`config.mk`:
```
export PLATFORM = sky130hd
export DESIGN_NAME = param_mem_flat
export DESIGN_NICKNAME = d
export VERILOG_FILES = /design/src/rtl/param_mem_pkg.sv /design/src/rtl/param_mem_if.sv /design/src/rtl/param_mem_rd_pipe.sv /design/src/rtl/param_mem.sv /design/src/flat_wrapper.sv
export SDC_FILE = /design/constraint.sdc
export NUM_CORES = 1
export LEC_CHECK = 0
export BUFFER_PORTS_ARGS = -buffer_cell sky130_fd_sc_hd__buf_2
export CAP_MARGIN = 15
export CORE_MARGIN = 5
export CORE_UTILIZATION = 60
export DETAILED_ROUTE_END_ITERATION = 16
export PLACE_DENSITY = 0.86
export RECOVER_POWER = 25
export SKIP_CTS_REPAIR_TIMING = 1
export SYNTH_ARGS = -nofsm -noshare
export SYNTH_HDL_FRONTEND = slang
export SYNTH_SLANG_ARGS = --single-unit
```
`constraint.sdc`:
```
create_clock -name clk -period 3.22 [get_ports clk]
set_input_delay 0.483 -clock clk [delete_from_list [all_inputs] [get_ports clk]]
set_output_delay 0.483 -clock clk [all_outputs]
set_load 0.03 [all_outputs]
```
`src/rtl/param_mem_pkg.sv`:
```
// Shared types and helpers for the parametrised single-port memory.
// Imported by the top level and available to anything driving it.
package param_mem_pkg;
    typedef enum logic {READ_FIRST, WRITE_FIRST} rdw_mode_e;
    typedef enum logic {INIT, RUN} state_e;

    localparam int MAX_RD_LAT = 4;
    localparam int MAX_DATA_W = 256;
    localparam int MAX_STRB_W = MAX_DATA_W / 8;

    // Callers cast the strobe up to MAX_STRB_W and the result down to their width.
    function automatic logic [MAX_DATA_W-1:0] strb_to_mask(input logic [MAX_STRB_W-1:0] strb);
        logic [MAX_DATA_W-1:0] m;
        m = '0;
        for (int i = 0; i < MAX_STRB_W; i++) m[8*i +: 8] = {8{strb[i]}};
        return m;
    endfunction
endpackage

```
`src/rtl/param_mem_if.sv`:
```
// Request/response bundle between a memory master and param_mem.
interface param_mem_if #(
    parameter int ADDR_W = 2,
    parameter int DATA_W = 8
);
    logic [ADDR_W-1:0]   addr;
    logic                wr_en;
    logic                rd_en;
    logic [DATA_W/8-1:0] wstrb;
    logic [DATA_W-1:0]   wdata;
    logic [DATA_W-1:0]   rdata;
    logic                rvalid;
    logic                busy;
    logic                err;

    modport master (output addr, wr_en, rd_en, wstrb, wdata,
                    input  rdata, rvalid, busy, err);
    modport slave  (input  addr, wr_en, rd_en, wstrb, wdata,
                    output rdata, rvalid, busy, err);
endinterface

```
`src/rtl/param_mem_rd_pipe.sv`:
```
// RD_LAT-deep {valid, data} read-return pipeline with synchronous flush.
// Data stages advance only alongside a valid, so the output word holds between pulses.
module param_mem_rd_pipe #(
    parameter int DATA_W = 8,
    parameter int RD_LAT = 1
) (
    input  logic              clk,
    input  logic              i_flush,
    input  logic              i_vld,
    input  logic [DATA_W-1:0] i_data,
    output logic              o_vld,
    output logic [DATA_W-1:0] o_data
);
    logic [RD_LAT-1:0]             r_vld_pipe;
    logic [RD_LAT-1:0][DATA_W-1:0] r_dat_pipe;

    always_ff @(posedge clk) begin
        if (i_flush) begin
            r_vld_pipe <= '0;
            r_dat_pipe <= '0;
        end else begin
            r_vld_pipe[0] <= i_vld;
            if (i_vld) r_dat_pipe[0] <= i_data;
            for (int k = 1; k < RD_LAT; k++) begin
                r_vld_pipe[k] <= r_vld_pipe[k-1];
                if (r_vld_pipe[k-1]) r_dat_pipe[k] <= r_dat_pipe[k-1];
            end
        end
    end

    assign o_vld  = r_vld_pipe[RD_LAT-1];
    assign o_data = r_dat_pipe[RD_LAT-1];
endmodule

```
`src/rtl/param_mem.sv`:
```
// Parametrised single-port synchronous memory with byte strobes, selectable
// read-during-write behaviour, out-of-range error pulse and zeroing INIT after reset.
module param_mem
    import param_mem_pkg::*;
#(
    parameter int        ADDR_W   = 2,
    parameter int        DATA_W   = 8,
    parameter int        DEPTH    = 4,
    parameter int        RD_LAT   = 1,
    parameter rdw_mode_e RDW_MODE = READ_FIRST
) (
    input  logic        clk,
    input  logic        reset,
    param_mem_if.slave  bus
);
    localparam int IDX_W = (DEPTH > 1) ? $clog2(DEPTH) : 1;

    state_e            r_state, w_state_nxt;
    logic [IDX_W-1:0]  r_cnt, w_cnt_nxt;
    logic [DATA_W-1:0] r_mem [DEPTH];
    logic              r_err;

    logic              w_run, w_in_rng, w_wr, w_rd, w_init_wr;
    logic [IDX_W-1:0]  w_idx;
    logic [DATA_W-1:0] w_mask, w_old, w_new, w_rd_data;

    always_ff @(posedge clk) begin
        if (reset) begin
            r_state <= INIT;
            r_cnt   <= '0;
        end else begin
            r_state <= w_state_nxt;
            r_cnt   <= w_cnt_nxt;
        end
    end

    always_comb begin
        w_state_nxt = r_state;
        w_cnt_nxt   = r_cnt;
        w_init_wr   = 1'b0;
        if (r_state == INIT) begin
            w_init_wr = 1'b1;
            if (r_cnt == IDX_W'(DEPTH - 1)) begin
                w_state_nxt = RUN;
                w_cnt_nxt   = '0;
            end else begin
                w_cnt_nxt = r_cnt + 1'b1;
            end
        end
    end

    assign w_run    = (r_state == RUN);
    assign w_in_rng = ({1'b0, bus.addr} < (ADDR_W + 1)'(DEPTH));
    assign w_idx    = bus.addr[IDX_W-1:0];
    assign w_wr     = w_run & bus.wr_en & w_in_rng;
    assign w_rd     = w_run & bus.rd_en & w_in_rng;

    assign w_mask    = DATA_W'(strb_to_mask(MAX_STRB_W'(bus.wstrb)));
    assign w_old     = r_mem[w_idx];
    assign w_new     = (w_old & ~w_mask) | (bus.wdata & w_mask);
    // WRITE_FIRST forwards the merged word so unstrobed bytes still show old contents.
    assign w_rd_data = (RDW_MODE == WRITE_FIRST && w_wr) ? w_new : w_old;

    always_ff @(posedge clk) begin
        if (!reset) begin
            if (w_init_wr)  r_mem[r_cnt] <= '0;
            else if (w_wr)  r_mem[w_idx] <= w_new;
        end
    end

    always_ff @(posedge clk) begin
        if (reset) r_err <= 1'b0;
        else       r_err <= w_run & (bus.wr_en | bus.rd_en) & ~w_in_rng;
    end

    param_mem_rd_pipe #(.DATA_W(DATA_W), .RD_LAT(RD_LAT)) u_rd_pipe (
        .clk     (clk),
        .i_flush (reset),
        .i_vld   (w_rd),
        .i_data  (w_rd_data),
        .o_vld   (bus.rvalid),
        .o_data  (bus.rdata)
    );

    assign bus.busy = ~w_run;
    assign bus.err  = r_err;
endmodule

```
`src/flat_wrapper.sv`:
```
// flat-port wrapper written by rule: the top's interface ports become plain ports
module param_mem_flat import param_mem_pkg::*;
#(
    parameter int        ADDR_W   = 2,
    parameter int        DATA_W   = 8,
    parameter int        DEPTH    = 4,
    parameter int        RD_LAT   = 1,
    parameter rdw_mode_e RDW_MODE = READ_FIRST
)
  (clk, reset, bus_addr, bus_wr_en, bus_rd_en, bus_wstrb, bus_wdata, bus_rdata, bus_rvalid, bus_busy, bus_err);
  param_mem_if #(.ADDR_W(ADDR_W), .DATA_W(DATA_W)) bus_i ();
  input  logic clk;
  input  logic reset;
  input wire logic [$bits(bus_i.addr)-1:0] bus_addr;
  input wire logic [$bits(bus_i.wr_en)-1:0] bus_wr_en;
  input wire logic [$bits(bus_i.rd_en)-1:0] bus_rd_en;
  input wire logic [$bits(bus_i.wstrb)-1:0] bus_wstrb;
  input wire logic [$bits(bus_i.wdata)-1:0] bus_wdata;
  output wire logic [$bits(bus_i.rdata)-1:0] bus_rdata;
  output wire logic [$bits(bus_i.rvalid)-1:0] bus_rvalid;
  output wire logic [$bits(bus_i.busy)-1:0] bus_busy;
  output wire logic [$bits(bus_i.err)-1:0] bus_err;
  assign bus_i.addr = bus_addr;
  assign bus_i.wr_en = bus_wr_en;
  assign bus_i.rd_en = bus_rd_en;
  assign bus_i.wstrb = bus_wstrb;
  assign bus_i.wdata = bus_wdata;
  assign bus_rdata = bus_i.rdata;
  assign bus_rvalid = bus_i.rvalid;
  assign bus_busy = bus_i.busy;
  assign bus_err = bus_i.err;
  param_mem #(.ADDR_W(ADDR_W), .DATA_W(DATA_W), .DEPTH(DEPTH), .RD_LAT(RD_LAT), .RDW_MODE(RDW_MODE)) u_core (.clk(clk), .reset(reset), .bus(bus_i));
endmodule
```
==> flow_metrics.tcl, run 1 <==
set metrics [dict create \
    grt_antenna_before_repair 0 \
    ys_seq_area_share_pct 61.2 \
    tns_ns 0 \
    yosysWarnings 0 \
    cp.required_ns 3.19 \
    start_util_pct 63.2 \
    comb_power_share_pct 15.7 \
    num-fill-cells 243 \
    syn_to_final_growth_pct 9.25 \
    design_area_mm2 0.00214 \
    die_h_um 67.2 \
    p_switching_mw 0.302 \
    cp-start-kind "register" \
    whs_ns 0.429 \
    path_delay_family "simple AND/OR/NAND/NOR gates" \
    crit_chain "nand3b_4 -> mux2i_2 -> nor3b_2" \
    cts_tree "built" \
    cap_violations 0 \
    grt.total_usage_pct 17.6 \
    hpwl_um 2500 \
    critPathKind "register to register" \
    h-tree-depth 2 \
    root_buffer "clkbuf_4" \
    synth_area_mm2 0.00196 \
    first_iter_violations 56 \
    dr.pass1.iters 4 \
    syn-instance-count 143 \
    die_x_um 67.2 \
    placed_area_mm2 0.00207 \
    arrival_ns 2.12 \
    critPathBufInv 0 \
    p_seq_share_pct 57.1 \
    grt-ovfl-total 0 \
    met1Wirelength_um 1440 \
    vias_per_cell 5.63 \
    clk_latency_ns 0.35 \
    fin_crit_ns 2.14 \
    slowest_delay_ns 0.67 \
    remaining_drc_errors 0 \
    antennaDiodeCount 0 \
    period_share_pct 66.6 \
    finalSetupViolations 0 \
    rsz0062_at_grt "no" \
    cts.sinks 44 \
    ys_types 30 \
    irDropWorstVdd_v 0.000288 \
    clock.fmax_ghz 0.466 \
    slew_violations 0 \
    layout-drive-gt1-share_pct 26.6 \
    seqCellArea_mm2 0.00120 \
    wl_um 3510 \
    dr_wl_met2_um 1800 \
    slew_headroom_pct 48.7 \
    path_max_fanout 12 \
    core_mm2 0.00310 \
    end_kind "register" \
    nets 184 \
    syn-num-nets 159 \
    clk_pin_slew_ns 0.11 \
    finalWeightedCongestion 0.779 \
    clockBufferDepth 2 \
    hold_viol 0 \
    sw_frac_of_total_pct 24.9 \
    p_per_area_mw_per_mm2 564 \
    cts_buffers 5 \
    status "finished, final reports clean" \
    wire_per_inst_um 16.5 \
    synth_seq_cells 44 \
    internal-power_mw 0.908 \
    multi_input_area_um2 672 \
    grt_max_degree 19 \
    grt_pass1_wl_um 5710 \
    dieArea_mm2 0.00451 \
    leakagePower_nw 0.812 \
    fin_worst_skew_ns 0.0181 \
    clkPwrFrac_pct 27.3 \
    hp-class "input pin to register" \
    tightestPinTransition_ns 0.768 \
    syn_area_per_cell_um2 13.7 \
    rows 20 \
    numPortBuffers 24 \
    via_count 1199 \
    top_layer_used "met4" \
    wl_met3_um 185 \
    ioPinCount 26 \
    antenna_left 0 \
    crit_slowest_cell "nor3b_2" \
    grt_pass1_vias 1208 \
]
[synthesized netlist by cell type (all sizes together)]
cell | count | share of area [%]
edfxtp | 32 | 49
mux2 | 16 | 11
dfxtp | 12 | 12
mux2i | 10 | 5.3
nor3 | 10 | 2.6
nor2b | 9 | 2.9
buf | 8 | 4.0
nand2 | 8 | 1.5
o21ai | 8 | 2.0
o22ai | 8 | 2.6
nor2 | 5 | 0.96
a21oi | 3 | 0.96
inv | 3 | 0.57
nand2b | 2 | 0.64
nand3b | 2 | 1.4
a31oi | 1 | 0.32
and2 | 1 | 0.38
conb | 1 | 0.19
ha | 1 | 0.64
nand3 | 1 | 0.25
nor3b | 1 | 0.64
or2 | 1 | 0.32
[sequential cells by signal (all words and copies together) (netlist names)]
register                 count
u_core.r_mem                32
u_core.u_rd_pipe.o_data      8
u_core.u_rd_pipe.o_vld       1
u_core.r_state               1
u_core.r_cnt                 2
[cell type report]
| class | count | share of cell area [%] |
|---|---|---|
| Timing Repair Buffer | 26 | 5.78 |
| Multi-Input combinational cell | 88 | 31.3 |
| Inverter | 3 | 0.525 |
| Clock inverter | 3 | 1.98 |
| Tap cell | 44 | 2.57 |
| Sequential cell | 44 | 56.0 |
| Clock buffer | 5 | 1.75 |
[cells by family (layout without fill, tap and decap cells)]
kind of cell               count (synthesis)  in the layout  synth area share (%)
AOI/OAI and AO/OA                         20             20                  5.87
adders and majority gates                  1              1                 0.638
buffers and inverters                     11             37                  4.53
DFF                                       44             44                  61.2
muxes                                     26             26                  16.0
other                                      1              1                 0.191
and+or+nand+nor                           40             40                  11.5
[power by group through the flow]
stage,clock [mW],combinational (mW),sequential [mW]
6_report,0.330,0.189,0.690
3_3_place_gp,0,0.181,0.699
3_5_place_dp,0,0.191,0.703
5_1_grt,0.358,0.206,0.695
2_1_floorplan,0,0.144,0.700
4_1_cts,0.338,0.192,0.690
[per-stage QoR]
step	std cells	util [%]	setup WS, ns	power [mW]
2_1_floorplan	143	-	1.22	0.844
3_3_place_gp	205	66.9	1.11	0.880
3_5_place_dp	205	66.9	0.985	0.894
4_1_cts	213	69.4	1.10	1.22
5_1_grt	213	69.1	1.02	1.26
6_report	213	69.1	1.08	1.21
[routing by layer]
| layer | track usage, % | up-vias |
|---|---|---|
| met4 | 8.10 | 0 |
| met1 | 20.6 | 578 |
| met3 | 4.16 | 9 |
| li1 | - | 575 |
| met2 | 30.3 | 37 |
| met5 | 0 | - |
[path summary, 6_finish.rpt]
path                              start                          to  slack (ns)  depth (start not counted)
max                      u_core.r_state          u_core.r_mem[0][5]        1.08                          3
min reg2reg  u_core.u_rd_pipe.o_data[0]  u_core.u_rd_pipe.o_data[0]        0.47                          2
max reg2reg              u_core.r_state          u_core.r_mem[0][5]        1.08                          3
min                               reset              u_core.r_state        0.43                          2
[layout by cell type, fill, tap and decap left out, drive strengths merged]
cell	synthesis	layout
ha	1	1
mux2i	10	10
o22ai	8	8
nor2b	9	9
nand3	1	1
nand2	8	8
inv	3	3
a31oi	1	1
dfxtp	12	12
nor3	10	10
mux2	16	16
or2	1	1
nor3b	1	1
and2	1	1
nand2b	2	2
a21oi	3	3
nor2	5	5
buf	8	17
clkbuf	0	14
o21ai	8	8
clkinv	0	2
bufinv	0	1
nand3b	2	2
edfxtp	32	32
conb	1	1
Note: power is estimated with default switching activity, not from simulation.
==> run 2, diff against run 1 <==
--- a/config.mk
+++ b/config.mk
@@ -8,9 +8,9 @@
 export BUFFER_PORTS_ARGS = -buffer_cell sky130_fd_sc_hd__buf_2
 export CAP_MARGIN = 15
 export CORE_MARGIN = 5
-export CORE_UTILIZATION = 60
+export CORE_UTILIZATION = 56
 export DETAILED_ROUTE_END_ITERATION = 16
-export PLACE_DENSITY = 0.86
+export PLACE_DENSITY = 0.81
 export RECOVER_POWER = 25
 export SKIP_CTS_REPAIR_TIMING = 1
 export SYNTH_ARGS = -nofsm -noshare
==> constraint.sdc (replaced) <==
create_clock -name clk -period 2.08 [get_ports clk]
set_input_delay 0.312 -clock clk [delete_from_list [all_inputs] [get_ports clk]]
set_output_delay 0.312 -clock clk [all_outputs]
set_load 0.03 [all_outputs]
==> flow_metrics.tcl, run 2 (same netlist as run 1, synthesis figures left out) <==
set metrics [dict create \
    final_cell_mix "edfxtp_1 (32), buf_2 (15), dfxtp_1 (12)" \
    core_mm2 0.00336 \
    r2r-end "u_core.r_mem[1][1]" \
    hp-start "reset" \
    cts.sinks 44 \
    die_h_um 69.2 \
    wl_um 3460 \
    layout_setup_ws_ns 0.276 \
    tns_ns 0 \
    hpwl_um 2560 \
    leakagePower_nw 0.831 \
    start_util_pct 58.3 \
    p_per_area_mw_per_mm2 878 \
    cp.required_ns 2.15 \
    period_share_pct 86.7 \
    grt_max_degree 19 \
    finalWeightedCongestion 0.797 \
    worstHoldPathCells 2 \
    crit_chain "nand3b_4 -> mux2i_2 -> nor3_1 -> buf_4" \
    wire_per_inst_um 15.9 \
    cp-start-kind "register" \
    cap_violations 0 \
    fin_worst_skew_ns 0.0182 \
    cts_buffers 5 \
    antenna_left 0 \
    path_delay_family "flip-flops" \
    clock.fmax_ghz 0.554 \
    grt_antenna_before_repair 0 \
    final_common_cell "edfxtp_1" \
    reg2reg_slack_ns 0.28 \
    hold_viol 0 \
    clockBufferDepth 2 \
    slew_violations 0 \
    numPortBuffers 24 \
    min_to "u_core.r_state" \
    finalSetupViolations 0 \
    vias_per_cell 5.39 \
    rows 21 \
    dieArea_mm2 0.00479 \
    via_count 1174 \
    die_x_um 69.2 \
    dr.pass1.iters 4 \
    arrival_ns 1.88 \
    r2r_start "u_core.r_state" \
    grt.total_usage_pct 15.5 \
    critPathBufInv 1 \
    slowest_delay_ns 0.60 \
    reg2reg_depth 4 \
    path_max_fanout 12 \
    grt_pass1_wl_um 5680 \
    antennaDiodeCount 0 \
    clk_pin_slew_ns 0.11 \
    syn_to_final_growth_pct 10.8 \
    root_buffer "clkbuf_4" \
    hp-class "input pin to register" \
    first_iter_violations 40 \
    nets 187 \
    clk_latency_ns 0.36 \
    fin_crit_ns 1.80 \
    rsz0062_at_grt "no" \
    h-tree-depth 2 \
    crit_slowest_cell "dfxtp_1" \
    critPathKind "register to register" \
    cts_tree "built" \
    status "finished, final reports clean" \
    layout-drive-gt1-share_pct 27.9 \
    end_kind "register" \
    grt_pass1_vias 1209 \
    largest_reg_flops 32 \
    grt-ovfl-total 0 \
    remaining_drc_errors 0 \
    regMostFlops "u_core.r_mem" \
    ioPinCount 26 \
    irDropWorstVdd_v 0.000548 \
    place_ws_ns 0.282 \
]
## run 2: cell types whose count changed in the layout (fill, tap and decap cells not counted)
cell / previous run / this run
buf_4: 2 / 5
clkinv_4: 1 / 0
clkbuf_8: 0 / 1
## run 2: power breakdown
group	total, mW	switching (mW)	internal (mW)
logic	0.304	0.170	0.134
clock network	0.540	0.257	0.282
registers	1.06	0.0364	1.03
total	1.91	0.463	1.44
## run 2: worst max-delay path by stage
stage                               from                 end  cells after the start
final                     u_core.r_state  u_core.r_mem[1][1]                      4
after global routing      u_core.r_state  u_core.r_mem[1][3]                      4
after CTS                 u_core.r_state  u_core.r_mem[1][3]                      4
after detailed placement  u_core.r_state  u_core.r_mem[1][3]                      4
after global placement    u_core.r_state  u_core.r_mem[1][3]                      4
after floorplan                    reset  u_core.r_mem[1][0]                      4
## run 2: cell type report
cell class,count,area [um2]
repair buffers,29,146
fillers,273,1190
well taps,46,57.6
clock inverters,2,33.8
clock buffers,6,51.3
inverters,3,11.3
multi-input cells,88,672
flip-flops and latches,44,1200
## run 2: per-layer routing
metal  share of wire (%)  vias up  track usage [%]
met5                   0        -                0
met3                 6.6        5             5.80
met2                  51       36             26.7
li1                    -      576                -
met4                 1.8        0             5.86
met1                  41      557             17.2
## run 2: per-stage QoR
| step | power, mW | std cells | area, um2 | hold WS, ns | utilization (%) |
|---|---|---|---|---|---|
| 2_1_floorplan | 1.31 | 143 | 1960 | 0.506 | - |
| 3_3_place_gp | 1.37 | 210 | 2100 | 0.431 | 62.4 |
| 3_5_place_dp | 1.39 | 210 | 2100 | 0.447 | 62.4 |
| 4_1_cts | 1.92 | 218 | 2180 | 0.207 | 65.0 |
| 5_1_grt | 2.01 | 218 | 2170 | 0.237 | 64.6 |
| 6_report | 1.91 | 218 | 2170 | 0.224 | 64.6 |
## run 2: worst reg2reg max path, delay by kind of cell (launching register included)
kind | cells | cell delay, ns
DFF | 1 | 0.60
and+or+nand+nor | 2 | 0.49
muxes | 1 | 0.21
buffers and inverters | 1 | 0.21
==> run 3, diff against run 2 <==
--- a/config.mk
+++ b/config.mk
@@ -10,7 +10,8 @@
 export CORE_MARGIN = 5
 export CORE_UTILIZATION = 56
 export DETAILED_ROUTE_END_ITERATION = 16
-export PLACE_DENSITY = 0.81
+export MAX_ROUTING_LAYER = met4
+export PLACE_DENSITY = 0.78
 export RECOVER_POWER = 25
 export SKIP_CTS_REPAIR_TIMING = 1
 export SYNTH_ARGS = -nofsm -noshare
==> flow_metrics.tcl, run 3 (same netlist as run 1, synthesis figures left out) <==
set metrics [dict create \
    layout_setup_ws_ns 0.266 \
    finish.utilization_pct 63.9 \
    path_delay_family "flip-flops" \
    multi_input_area_um2 672 \
    wl_um 3620 \
    clockBufferDepth 2 \
    dieArea_mm2 0.00479 \
    irDropWorstVdd_v 0.000450 \
    grt_max_degree 19 \
    rows 21 \
    crit_slowest_cell "dfxtp_1" \
    hp-class "input pin to register" \
    cap_violations 0 \
    largest_reg_flops 32 \
    die_x_um 69.2 \
    end_kind "register" \
    whs_ns 0.244 \
    remaining_drc_errors 0 \
    grt_antenna_before_repair 0 \
    ioPinCount 26 \
    regMostFlops "u_core.r_mem" \
    antennaDiodeCount 0 \
    root_buffer "clkbuf_4" \
    grt_pass1_wl_um 5670 \
    antenna_left 0 \
    num-fill-cells 303 \
    hpwl_um 2620 \
    path_max_fanout 12 \
    h-tree-depth 2 \
    clk_latency_ns 0.36 \
    place_ws_ns 0.288 \
    cp.required_ns 2.17 \
    die_h_um 69.2 \
    syn_to_final_growth_pct 9.57 \
    final_common_cell "edfxtp_1" \
    arrival_ns 1.90 \
    cp-start-kind "register" \
    p_per_area_mw_per_mm2 838 \
    grt.total_usage_pct 15.9 \
    leakagePower_nw 0.823 \
    nets 187 \
    first_iter_violations 70 \
    critPathBufInv 1 \
    grt-ovfl-total 0 \
    clk_pin_slew_ns 0.13 \
    seqCellArea_mm2 0.00120 \
    crit_chain "nand3b_4 -> mux2i_2 -> nor3_1 -> buf_4" \
    slew_violations 0 \
    start_util_pct 58.3 \
    finalWeightedCongestion 0.823 \
    final_cells 218 \
    vias_per_cell 5.44 \
    finalSetupViolations 0 \
    core_mm2 0.00336 \
    hold_viol 0 \
    slowest_delay_ns 0.62 \
    reg2reg_slack_ns 0.27 \
    dp_cells 210 \
    clock.fmax_ghz 0.551 \
    cts.sinks 44 \
    wire_per_inst_um 16.6 \
    cts_tree "built" \
    status "finished, final reports clean" \
    layout-drive-gt1-share_pct 28.5 \
    rsz0062_at_grt "no" \
    critPathKind "register to register" \
    grt_pass1_vias 1189 \
    cts_buffers 5 \
    via_count 1187 \
    tns_ns 0 \
    fin_worst_skew_ns 0.0123 \
    fin_crit_ns 1.81 \
    numPortBuffers 24 \
    dr.pass1.iters 4 \
    final_cell_mix "edfxtp_1 (32), buf_2 (15), dfxtp_1 (12)" \
    period_share_pct 87.2 \
]
## run 3: per-layer routing
| layer | routed length [um] | track usage [%] | part of all wire [%] |
|---|---|---|---|
| met3 | 197 | 4.20 | 5.4 |
| met4 | 44 | 6.51 | 1.2 |
| met5 | 0 | - | 0 |
| met2 | 1850 | 26.0 | 51 |
| met1 | 1530 | 18.6 | 42 |
## run 3: stage by stage
stage	power (mW)	cell area, um2
3_3_place_gp	1.37	2100
3_5_place_dp	1.40	2100
2_1_floorplan	1.31	1960
5_1_grt	1.88	2150
6_report	1.80	2150
4_1_cts	1.81	2160
## run 3: final timing paths
| kind | startpoint | to | cells past startpoint |
|---|---|---|---|
| min reg2reg | u_core.u_rd_pipe.o_data[2] | u_core.u_rd_pipe.o_data[2] | 2 |
| min | reset | u_core.r_cnt[1] | 2 |
| max | u_core.r_state | u_core.r_mem[1][0] | 4 |
| max reg2reg | u_core.r_state | u_core.r_mem[1][0] | 4 |
## run 3: cell type report
class / instances / area share, %
Clock buffer: 6 / 2.39
Tap cell: 46 / 2.68
Multi-Input combinational cell: 88 / 31.3
Clock inverter: 2 / 0.466
Timing Repair Buffer: 29 / 6.81
Sequential cell: 44 / 55.9
Inverter: 3 / 0.524
## run 3: power by group
part	switching, mW	leakage, nW	total, mW	internal (mW)
combinational	0.173	0.383	0.309	0.135
sequential	0.0405	0.402	1.07	1.03
clock	0.262	0.0380	0.423	0.161
